$ cat src/rtl/sseg_frame_decoder.sv
// Seven-segment bus reader: samples the multiplexed 4-digit scan, decodes it and publishes stable frames.
// Optional macro SSEG_DEC_BIN_EN adds bin_val/bcd_err (binary value of the published BCD digits).
module sseg_frame_decoder #(
  parameter int SETTLE_CYC    = 16,
  parameter int STABLE_FRAMES = 2,
  parameter int TIMEOUT_CYC   = 1048576
) (
  input  logic        clk,
  input  logic        reset,
  input  logic [7:0]  an,
  input  logic [7:0]  sseg,
  output logic [15:0] digit_val,
  output logic [3:0]  digit_blank,
  output logic [3:0]  digit_dp,
  output logic [3:0]  digit_bad,
  output logic        valid,
  output logic        update,
  output logic        dark
`ifdef SSEG_DEC_BIN_EN
  ,
  output logic [13:0] bin_val,
  output logic        bcd_err
`endif
);

  localparam int SW = (SETTLE_CYC > 1) ? $clog2(SETTLE_CYC) : 1;
  localparam int MW = $clog2(STABLE_FRAMES + 1);
  localparam int IW = $clog2(TIMEOUT_CYC + 1);

  typedef struct packed {
    logic       bad;
    logic       dp;
    logic       blank;
    logic [3:0] nib;
  } slot_t;

  function automatic slot_t decode_seg(input logic [7:0] seg);
    slot_t s;
    s       = '0;
    s.dp    = ~seg[7];
    case (seg[6:0])
      7'h40:   s.nib = 4'h0;
      7'h79:   s.nib = 4'h1;
      7'h24:   s.nib = 4'h2;
      7'h30:   s.nib = 4'h3;
      7'h19:   s.nib = 4'h4;
      7'h12:   s.nib = 4'h5;
      7'h02:   s.nib = 4'h6;
      7'h78:   s.nib = 4'h7;
      7'h00:   s.nib = 4'h8;
      7'h10:   s.nib = 4'h9;
      7'h08:   s.nib = 4'hA;
      7'h03:   s.nib = 4'hB;
      7'h46:   s.nib = 4'hC;
      7'h21:   s.nib = 4'hD;
      7'h06:   s.nib = 4'hE;
      7'h0E:   s.nib = 4'hF;
      7'h7F:   s.blank = 1'b1;
      default: s.bad = 1'b1;
    endcase
    return s;
  endfunction

`ifdef SSEG_DEC_BIN_EN
  function automatic logic [13:0] frame_to_bin(input slot_t [3:0] f);
    logic [13:0] acc;
    acc = 14'd0;
    for (int i = 3; i >= 0; i--) begin
      acc = (acc * 14'd10) + {10'd0, f[i].nib};
    end
    return acc;
  endfunction

  function automatic logic frame_bcd_err(input slot_t [3:0] f);
    logic err;
    err = 1'b0;
    for (int i = 0; i < 4; i++) begin
      err = err | (f[i].nib > 4'd9) | f[i].blank | f[i].bad;
    end
    return err;
  endfunction
`endif

  logic [3:0]    an_q_r, an_prev_r;
  logic [7:0]    sseg_q_r, sseg_prev_r;
  logic [SW-1:0] settle_cnt_r;
  logic          captured_r;
  logic [IW-1:0] idle_cnt_r;
  logic [3:0]    seen_r, seen_nxt_s;
  logic [MW-1:0] match_cnt_r;
  slot_t [3:0]   frame_r, cand_r, pub_r;
  logic          valid_r, update_r, dark_r;
  logic          sel_valid_s, change_s, capture_s, complete_s, timeout_s, publish_s;
  logic [1:0]    sel_idx_s;
  slot_t         dec_s;
  logic          unused_s;

  assign unused_s = ^an[7:4];

  // Select decode: exactly one low enable in an[3:0] names the digit, anything else is idle.
  always_comb begin
    sel_valid_s = 1'b0;
    sel_idx_s   = 2'd0;
    case (an_q_r)
      4'b1110: begin sel_valid_s = 1'b1; sel_idx_s = 2'd0; end
      4'b1101: begin sel_valid_s = 1'b1; sel_idx_s = 2'd1; end
      4'b1011: begin sel_valid_s = 1'b1; sel_idx_s = 2'd2; end
      4'b0111: begin sel_valid_s = 1'b1; sel_idx_s = 2'd3; end
      default: sel_valid_s = 1'b0;
    endcase
  end

  // Per-cycle events derived from the registered bus copies and counters.
  always_comb begin
    change_s   = (an_q_r != an_prev_r) || (sseg_q_r != sseg_prev_r);
    capture_s  = sel_valid_s && !change_s && !captured_r &&
                 (settle_cnt_r == SW'(SETTLE_CYC - 1));
    complete_s = (seen_r == 4'b1111);
    timeout_s  = !sel_valid_s && (idle_cnt_r == IW'(TIMEOUT_CYC - 1));
    publish_s  = (match_cnt_r == MW'(STABLE_FRAMES)) && (!valid_r || (cand_r != pub_r));
    dec_s      = decode_seg(sseg_q_r);
  end

  // Seen mask: cleared on frame completion or timeout, a same-cycle capture lands in the new mask.
  always_comb begin
    seen_nxt_s = seen_r;
    if (timeout_s || complete_s) begin
      seen_nxt_s = 4'b0000;
    end else begin
      seen_nxt_s = seen_r;
    end
    if (capture_s) begin
      seen_nxt_s[sel_idx_s] = 1'b1;
    end else begin
      seen_nxt_s = seen_nxt_s;
    end
  end

  // Input stage, settle counter (one capture per dwell) and idle counter.
  always_ff @(posedge clk or posedge reset) begin
    if (reset) begin
      an_q_r       <= 4'h0;
      an_prev_r    <= 4'h0;
      sseg_q_r     <= 8'h00;
      sseg_prev_r  <= 8'h00;
      settle_cnt_r <= '0;
      captured_r   <= 1'b0;
      idle_cnt_r   <= '0;
    end else begin
      an_q_r      <= an[3:0];
      an_prev_r   <= an_q_r;
      sseg_q_r    <= sseg;
      sseg_prev_r <= sseg_q_r;
      if (change_s || !sel_valid_s) begin
        settle_cnt_r <= '0;
        captured_r   <= 1'b0;
      end else begin
        if (settle_cnt_r != SW'(SETTLE_CYC - 1)) settle_cnt_r <= settle_cnt_r + SW'(1);
        if (capture_s) captured_r <= 1'b1;
      end
      if (sel_valid_s) begin
        idle_cnt_r <= '0;
      end else if (idle_cnt_r != IW'(TIMEOUT_CYC)) begin
        idle_cnt_r <= idle_cnt_r + IW'(1);
      end else begin
        idle_cnt_r <= idle_cnt_r;
      end
    end
  end

  // Frame buffer, candidate frame and consecutive-match counter.
  always_ff @(posedge clk or posedge reset) begin
    if (reset) begin
      frame_r     <= '0;
      cand_r      <= '0;
      seen_r      <= 4'b0000;
      match_cnt_r <= '0;
    end else begin
      seen_r <= seen_nxt_s;
      if (capture_s) frame_r[sel_idx_s] <= dec_s;
      if (timeout_s) begin
        match_cnt_r <= '0;
      end else if (complete_s) begin
        if (frame_r == cand_r) begin
          if (match_cnt_r != MW'(STABLE_FRAMES)) match_cnt_r <= match_cnt_r + MW'(1);
        end else begin
          cand_r      <= frame_r;
          match_cnt_r <= MW'(1);
        end
      end else begin
        match_cnt_r <= match_cnt_r;
      end
    end
  end

  // Published outputs; a republished identical frame sets valid without an update pulse.
  always_ff @(posedge clk or posedge reset) begin
    if (reset) begin
      pub_r    <= '0;
      valid_r  <= 1'b0;
      update_r <= 1'b0;
      dark_r   <= 1'b0;
    end else begin
      update_r <= 1'b0;
      if (timeout_s) begin
        dark_r  <= 1'b1;
        valid_r <= 1'b0;
      end else if (publish_s) begin
        pub_r    <= cand_r;
        valid_r  <= 1'b1;
        update_r <= (cand_r != pub_r);
      end else begin
        valid_r <= valid_r;
      end
      if (capture_s) dark_r <= 1'b0;
    end
  end

`ifdef SSEG_DEC_BIN_EN
  logic [13:0] bin_val_r;
  logic        bcd_err_r;

  // Binary conversion registered alongside the publish.
  always_ff @(posedge clk or posedge reset) begin
    if (reset) begin
      bin_val_r <= 14'd0;
      bcd_err_r <= 1'b0;
    end else if (publish_s && !timeout_s) begin
      bcd_err_r <= frame_bcd_err(cand_r);
      bin_val_r <= frame_bcd_err(cand_r) ? 14'd0 : frame_to_bin(cand_r);
    end else begin
      bin_val_r <= bin_val_r;
    end
  end

  assign bin_val = bin_val_r;
  assign bcd_err = bcd_err_r;
`endif

  assign digit_val   = {pub_r[3].nib, pub_r[2].nib, pub_r[1].nib, pub_r[0].nib};
  assign digit_blank = {pub_r[3].blank, pub_r[2].blank, pub_r[1].blank, pub_r[0].blank};
  assign digit_dp    = {pub_r[3].dp, pub_r[2].dp, pub_r[1].dp, pub_r[0].dp};
  assign digit_bad   = {pub_r[3].bad, pub_r[2].bad, pub_r[1].bad, pub_r[0].bad};
  assign valid       = valid_r;
  assign update      = update_r;
  assign dark        = dark_r;

endmodule

$ cat config.mk
export PLATFORM = sky130hd
export DESIGN_NAME = sseg_frame_decoder
export DESIGN_NICKNAME = d
export VERILOG_FILES = /design/src/rtl/sseg_frame_decoder.sv
export SDC_FILE = /design/constraint.sdc
export NUM_CORES = 1
export LEC_CHECK = 0
export BUFFER_PORTS_ARGS = -buffer_cell sky130_fd_sc_hd__buf_2
export CELL_PAD_IN_SITES_DETAIL_PLACEMENT = 0
export CELL_PAD_IN_SITES_GLOBAL_PLACEMENT = 1
export CORE_ASPECT_RATIO = 0.7
export CORE_MARGIN = 2
export CORE_UTILIZATION = 53
export CTS_CLUSTER_DIAMETER = 120
export DETAILED_ROUTE_END_ITERATION = 8
export HOLD_SLACK_MARGIN = 0.02
export PLACE_DENSITY = 0.93
export SLEW_MARGIN = 10
export SYNTH_ARGS = -nofsm -noshare
export SYNTH_HDL_FRONTEND = slang
export SYNTH_SLANG_ARGS = --single-unit
$ cat constraint.sdc
create_clock -name clk -period 10.6 [get_ports clk]
set_input_delay 2.12 -clock clk [delete_from_list [all_inputs] [get_ports clk]]
set_output_delay 2.12 -clock clk [all_outputs]
set_load 0.01 [all_outputs]
==> results of run 1 <==
==> how the worst max path moves through the flow <==
stage | endpoint | slack (ns) | startpoint | cells after the start
detailed placement | digit_val[10] | 6.85 | reset | 3
global route | sseg_q_r[3] | 7.07 | reset | 3
global placement | sseg_q_r[5] | 6.93 | reset | 3
CTS | digit_val[9] | 7.28 | reset | 3
finish | sseg_q_r[0] | 7.38 | reset | 3
floorplan | an_prev_r[0] | 4.64 | reset | 1
==> cells in the final DEF (no fill, tap or decap), types with 3 or more instances in the layout <==
cell / instances
nor4_1: 18
a21o_1: 4
mux2_2: 79
a21oi_1: 9
and3_1: 4
nor3_1: 12
xor2_1: 57
nand2b_1: 7
ha_1: 4
bufinv_16: 4
nor2_1: 47
nand4_1: 16
nand3_1: 14
clkinv_2: 5
mux2i_1: 6
a31oi_1: 4
dfrtp_1: 143
buf_2: 44
clkbuf_16: 17
xnor2_1: 34
clkbuf_8: 3
or3_1: 3
buf_4: 4
inv_1: 15
o21ai_0: 5
nand2_1: 16
==> logic make-up (layout without fill, tap and decap cells) <==
| family | Yosys count | count (layout) |
|---|---|---|
| mux | 87 | 87 |
| flops | 143 | 143 |
| buf+inv | 36 | 95 |
| simple gates | 152 | 152 |
| compound gates | 36 | 36 |
| xor+xnor | 91 | 91 |
| fa+ha+maj | 4 | 4 |
==> sequential cells by signal, indices dropped and copies added, names as in the netlist, 8 cells and up <==
| name | flops |
|---|---|
| digit_val | 16 |
| sseg_q_r | 8 |
| frame_r | 28 |
| idle_cnt_r | 21 |
| sseg_prev_r | 8 |
| cand_r | 28 |
==> worst max-delay path: cells and delay by family <==
family | cells | cell delay [ns]
buffers and inverters | 3 | 1.43
==> final cells by class <==
cell class / instances / area share, %
clock buffer: 20 / 6.14
clock inverter: 11 / 2.12
inverter: 16 / 0.856
sequential: 143 / 47.1
timing repair buffer: 48 / 3.29
tap: 162 / 2.67
multi-input combinational: 370 / 37.9
==> through the flow <==
step           util, %  hold slack, ns
6_report          61.6           0.494
5_1_grt           61.6           0.511
4_1_cts           61.6           0.489
3_5_place_dp      56.5           0.484
3_3_place_gp      56.5           0.459
2_1_floorplan        -           0.349
==> power groups by stage <==
stage / Combinational, mW / Sequential (mW) / Clock (mW)
floorplan: 0.0427 / 0.575 / 0
global placement: 0.0474 / 0.581 / 0
detailed placement: 0.0500 / 0.582 / 0
CTS: 0.0502 / 0.573 / 0.637
global route: 0.0576 / 0.575 / 0.662
finish: 0.0491 / 0.573 / 0.629
==> metal layers <==
layer | vias up | global-route usage (%) | part of all wire [%]
met3 | 11 | 4.96 | 4.2
met1 | 2204 | 31.5 | 47
li1 | 2004 | - | -
met5 | - | 0 | 0
met4 | 0 | 6.59 | 0.86
met2 | 81 | 33.0 | 48
==> results.tsv, run 1 <==
stage	metric	value	unit
run_status	status	finished, final reports clean	
synthesis	sequential-to-total area share from yosys stat	54.0	%
synthesis	ys async rst share	100	%
synthesis	xor/xnor share of the synthesized area	12.0	%
clock_network	CTS tree	yes	
synthesis	Distinct cells, synth	49	
clock_network	H-tree depth	4	
worst_setup_path	reg-to-reg critical path startpoint	sseg_q_r[3]	
synthesis	Synth area leader	dfrtp_1	
clock_network	Post-CTS Setup Bufs	0	
job	max cap viols	0	
worst_setup_path	CP Launch Type	input port	
global_route	global-route wire length before repair	22200	µm
synthesis	Mean Syn Cell Area	12.1	µm²
drt	via count of the routed design	4300	
synthesis	Synth Instances	549	
synthesis	synth cell count leaders	dfrtp_1, mux2_2, xor2_1	
timing	fin crit share	30.4	%
pwr	Psw	0.266	mW
timing	TNS Setup	0	ns
die	Die Span Y	97.6	µm
worst_setup_path	Max FO, Critical Path	86	
drt	final WL	13600	µm
worst_setup_path	Largest stage delay, worst path	0.93	ns
synthesis	Yosys reg bits	143	
clock_network	CTS buffer count	17	
placed_design	Placed Area	6980	µm²
synthesis	main combinational cell family by area after synthesis	multiplexers	
synthesis	top-count cell post-synth	dfrtp_1	
worst_setup_path	Critical Path, Cell by Cell	buf_2 > inv_6 > buf_4	
die	core area	12300	µm²
pwr	pwr/cell area	165	nW/µm²
placed_design	post-DP HPWL	8950	µm
global_route	largest net degree at the start of global routing	87	
clock_network	Root Buffer Master	clkbuf_16	
pwr	sequential power share	45.8	%
timing	Final Hold Vio Count	0	
placed_design	port buffer count	44	
timing	fmax	0.311	GHz
hold_path	hold path depth	1	
synthesis	Yosys warnings	0	
drt	DRT iter0 DRCs	401	
clock_network	clock slew at the register clock pins of the worst setup and hold paths	0.06	ns
timing	Slew HR	29.3	%
drt	Pre-antenna DRT Iters	5	
pwr	Clk pwr share	50.3	%
synthesis	Post-synth EDFFs	0	
die	Die Area	13400	µm²
pwr	maximum vdd ir drop	128	µV
timing	# setup viols final	0	
global_route	grt total ovfl	0	
timing	unrepaired setup endpoints after global routing	false	
synthesis	Post-Syn Nets	571	
worst_setup_path	worst reg-to-reg path cell count	6	
cells_and_area	# fillers	944	
synthesis	Synth Area in Adders	0.755	%
pwr	Comb power frac	3.9	%
die	die width	138	µm
clock_network	clock sink total	143	
timing	Slew Viols, Final	0	
worst_setup_path	Worst EP required	10.97	ns
timing	final setup margin	7.38	ns
global_route	initial antenna violation count	0	
cells_and_area	Area growth, synth to finish	14.6	%
die	starting density of the core	53.8	%
worst_setup_path	Reg2Reg Capture Point	frame_r[8]	
clock_network	Max Buffers Root-to-Sink	2	
worst_setup_path	reg2reg setup slack	7.46	ns
global_route	vias in the first global route	4287	
worst_setup_path	Worst path slowest cell	buf_4	
synthesis	Synth Flop Type	dfrtp_1	
global_route	Total Routing Usage GR	21.8	%
synthesis	Synth area leaders	dfrtp_1, mux2_2, xor2_1, xnor2_1, nor2_1	
pwr	Tot Pwr	1.25	mW
synthesis	post-synthesis compound-gate area fraction	3.62	%
cells_and_area	NumNets Final	618	
worst_setup_path	CP arrival	3.59	ns
synthesis	post-synth top area share	54.0	%
hold_path	Hold Startpoint	seen_r[0]	
cells_and_area	area occupied by registers	3580	µm²
hold_path	Hold EP	seen_r[0]	
pwr	Power Internal	0.985	mW
timing	fin crit period	3.22	ns
cells_and_area	fraction of layout cells with a size suffix above 1	27.0	%
placed_design	cell count after placement	739	
drt	DRT antenna net count	0	
synthesis	cell area after synthesis	6630	µm²
clock_network	CTS Hold Bufs	0	
worst_setup_path	Setup Crit Path Kind	input port to asynchronous set/reset pin	
cells_and_area	fin area	7600	µm²
hold_path	worst hold path type	flip-flop to flip-flop	
synthesis	Post-Synth Simple-Gate Area	12.4	%
drt	drt wl/cell	17.6	µm
die	row count	34	
clock_network	Clk Latency, worst-skew pair	0.42	ns
cells_and_area	Multi-input gate area	2880	µm²
cells_and_area	Post-Layout Cell Count	770	
clock_network	Gates resized, CTS repair	0	
pwr	LEAKAGE	3.88	nW
pwr	sw frac	21.3	%
worst_setup_path	Worst Setup End Kind	asynchronous set/reset pin	
cells_and_area	ant diodes	0	
synthesis	post-synthesis mux area share	14.7	%
drt	DRC viols	0	
timing	Worst-Margin Slew	1.06	ns
die	boundary pin count	49	
drt	vias per inst	5.58	
timing	Clock Skews	0.0107	ns
placed_design	GPL Wtd Cong	0.808	
placed_design	pre-CTS setup slack	6.85	ns
Power figures use the tool's default switching activity.
==> run 2: changes to the inputs <==
Settings changed: CORE_UTILIZATION 53 to 49, PLACE_DENSITY 0.93 to 0.88.
Clock period 10.6 ns to 3.1 ns, I/O delays scaled along.
==> run 2 against run 1 <==
Against the previous run: non-clock buffer count is 16 higher; first-iteration DRC count increased by 2.5%; clock-buffer cell count is 1 higher; routed wire length rose by 3.2%; highest routed layer unchanged; via count increased by 1.4%; die area rose by 7.9%; setup slack worse by 7.1 ns.
==> results.tsv, run 2 (synthesis gave the netlist of run 1 again) <==
stage	metric	value	unit
run_status	status	finished, final reports clean	
timing	fin crit share	90.0	%
worst_setup_path	CP arrival	3.09	ns
die	boundary pin count	49	
die	Die Area	14500	µm²
global_route	initial antenna violation count	0	
global_route	largest net degree at the start of global routing	40	
drt	Pre-antenna DRT Iters	6	
timing	fmax	0.358	GHz
drt	DRC viols	0	
timing	Slew HR	57.2	%
clock_network	clock slew at the register clock pins of the worst setup and hold paths	0.06	ns
die	die width	143	µm
timing	fin crit period	2.79	ns
clock_network	Clk Latency, worst-skew pair	0.42	ns
worst_setup_path	worst reg-to-reg path cell count	6	
worst_setup_path	Max FO, Critical Path	11	
pwr	sw frac	23.3	%
clock_network	Max Buffers Root-to-Sink	2	
clock_network	CTS tree	yes	
die	row count	35	
pwr	LEAKAGE	3.93	nW
placed_design	port buffer count	44	
pwr	maximum vdd ir drop	413	µV
timing	unrepaired setup endpoints after global routing	false	
die	starting density of the core	50.3	%
worst_setup_path	Reg2Reg Capture Point	frame_r[2]	
drt	final WL	14000	µm
cells_and_area	most frequent cells in the layout	dfrtp_1, mux2_2, xor2_1, nor2_1, buf_2	
placed_design	GPL Wtd Cong	0.828	
cells_and_area	Area growth, synth to finish	16.9	%
worst_setup_path	Worst EP required	3.40	ns
worst_setup_path	Setup Crit Path Kind	flip-flop to flip-flop	
die	Die Span Y	101	µm
timing	Final Hold Vio Count	0	
timing	Worst-Margin Slew	0.637	ns
timing	Slew Viols, Final	0	
global_route	global-route wire length before repair	23400	µm
drt	via count of the routed design	4359	
cells_and_area	fraction of layout cells with a size suffix above 1	28.5	%
global_route	Total Routing Usage GR	21.1	%
worst_setup_path	reg2reg setup slack	0.31	ns
placed_design	pre-CTS setup slack	0.365	ns
timing	final setup margin	0.310	ns
drt	vias per inst	5.38	
clock_network	clock sink total	143	
clock_network	H-tree depth	4	
pwr	Tot Pwr	4.17	mW
timing	TNS Setup	0	ns
worst_setup_path	reg-to-reg critical path startpoint	sseg_q_r[5]	
global_route	vias in the first global route	4541	
drt	DRT antenna net count	0	
clock_network	Root Buffer Master	clkbuf_16	
cells_and_area	ant diodes	0	
pwr	Power Internal	3.20	mW
timing	Clock Skews	0.00963	ns
pwr	Clk pwr share	48.5	%
job	max cap viols	0	
die	core area	13200	µm²
global_route	grt total ovfl	0	
pwr	Comb power frac	4.7	%
drt	DRT iter0 DRCs	411	
clock_network	CTS Hold Bufs	0	
drt	drt wl/cell	17.3	µm
cells_and_area	NumNets Final	634	
clock_network	Post-CTS Setup Bufs	0	
clock_network	Gates resized, CTS repair	0	
worst_setup_path	CP Launch Type	flip-flop	
timing	# setup viols final	0	
hold_path	worst hold path type	input port to asynchronous set/reset pin	
clock_network	CTS buffer count	17	
pwr	pwr/cell area	537	nW/µm²
cells_and_area	Largest regs	cand_r: 28 flops, frame_r: 28 flops, idle_cnt_r: 21 flops	
pwr	Psw	0.971	mW
pwr	sequential power share	46.7	%
worst_setup_path	Worst Setup End Kind	flip-flop	
placed_design	post-DP HPWL	9570	µm
cells_and_area	most common cell after layout, fill and taps aside	dfrtp_1	
## run 2: changes by cell type in the layout (fill, tap and decap cells not counted), sizes merged
cell / delta
buf: +16
bufinv: -2
clkbuf: +1
clkinv: -4
clkinvlp: +5
inv: +1
## run 2: area by class of cell
class                           count  area [µm²]
Tap cell                          185         231
Clock buffer                       21         450
Fill cell                        1068        5430
Sequential cell                   143        3580
Inverter                           16        63.8
Timing Repair Buffer               64         420
Multi-Input combinational cell    370        2880
Clock inverter                     11         133
## run 2: how the worst max path moves through the flow
stage                startpoint      endpoint  slack (ns)  depth (start not counted)
CTS                 sseg_q_r[5]    frame_r[2]        0.35                          6
global placement     cand_r[22]  digit_val[9]        0.40                          7
floorplan             an_q_r[3]   frame_r[10]        0.65                          8
global route        sseg_q_r[5]    frame_r[2]        0.21                          6
finish              sseg_q_r[5]    frame_r[2]        0.31                          6
detailed placement  sseg_q_r[5]    frame_r[3]        0.36                          6
## run 2: per-stage QoR
step	instance area (µm²)	util (%)	cells	hold slack, ns
after global routing	7760	58.8	810	0.288
final	7760	58.8	810	0.264
after global placement	7170	54.4	778	0.459
after floorplan	6640	-	549	0.349
after CTS	7760	58.8	810	0.269
after detailed placement	7170	54.4	778	0.470
## run 2: routing by layer
layer | GRT usage, % | wire, µm | up-vias
li1 | - | - | 2050
met1 | 30.1 | 6800 | 2224
met2 | 32.5 | 6540 | 76
met3 | 4.54 | 502 | 9
met4 | 7.39 | 143 | 0
met5 | 0 | 0 | -
## run 2: power by group through the flow
stage / Clock (mW) / Sequential [mW] / Combinational (mW)
CTS: 2.06 / 1.95 / 0.200
finish: 2.02 / 1.95 / 0.197
global route: 2.14 / 1.95 / 0.229
floorplan: 0 / 1.96 / 0.146
detailed placement: 0 / 1.98 / 0.200
global placement: 0 / 1.98 / 0.192
## run 2: worst max-delay path: stages, from the launching register on
cell and delay, ns:
dfrtp_1 0.51, xor2_1 0.20, nor4_1 0.35, nand3_1 0.18, or3_1 0.51, and2b_1 0.53, mux2_2 0.39
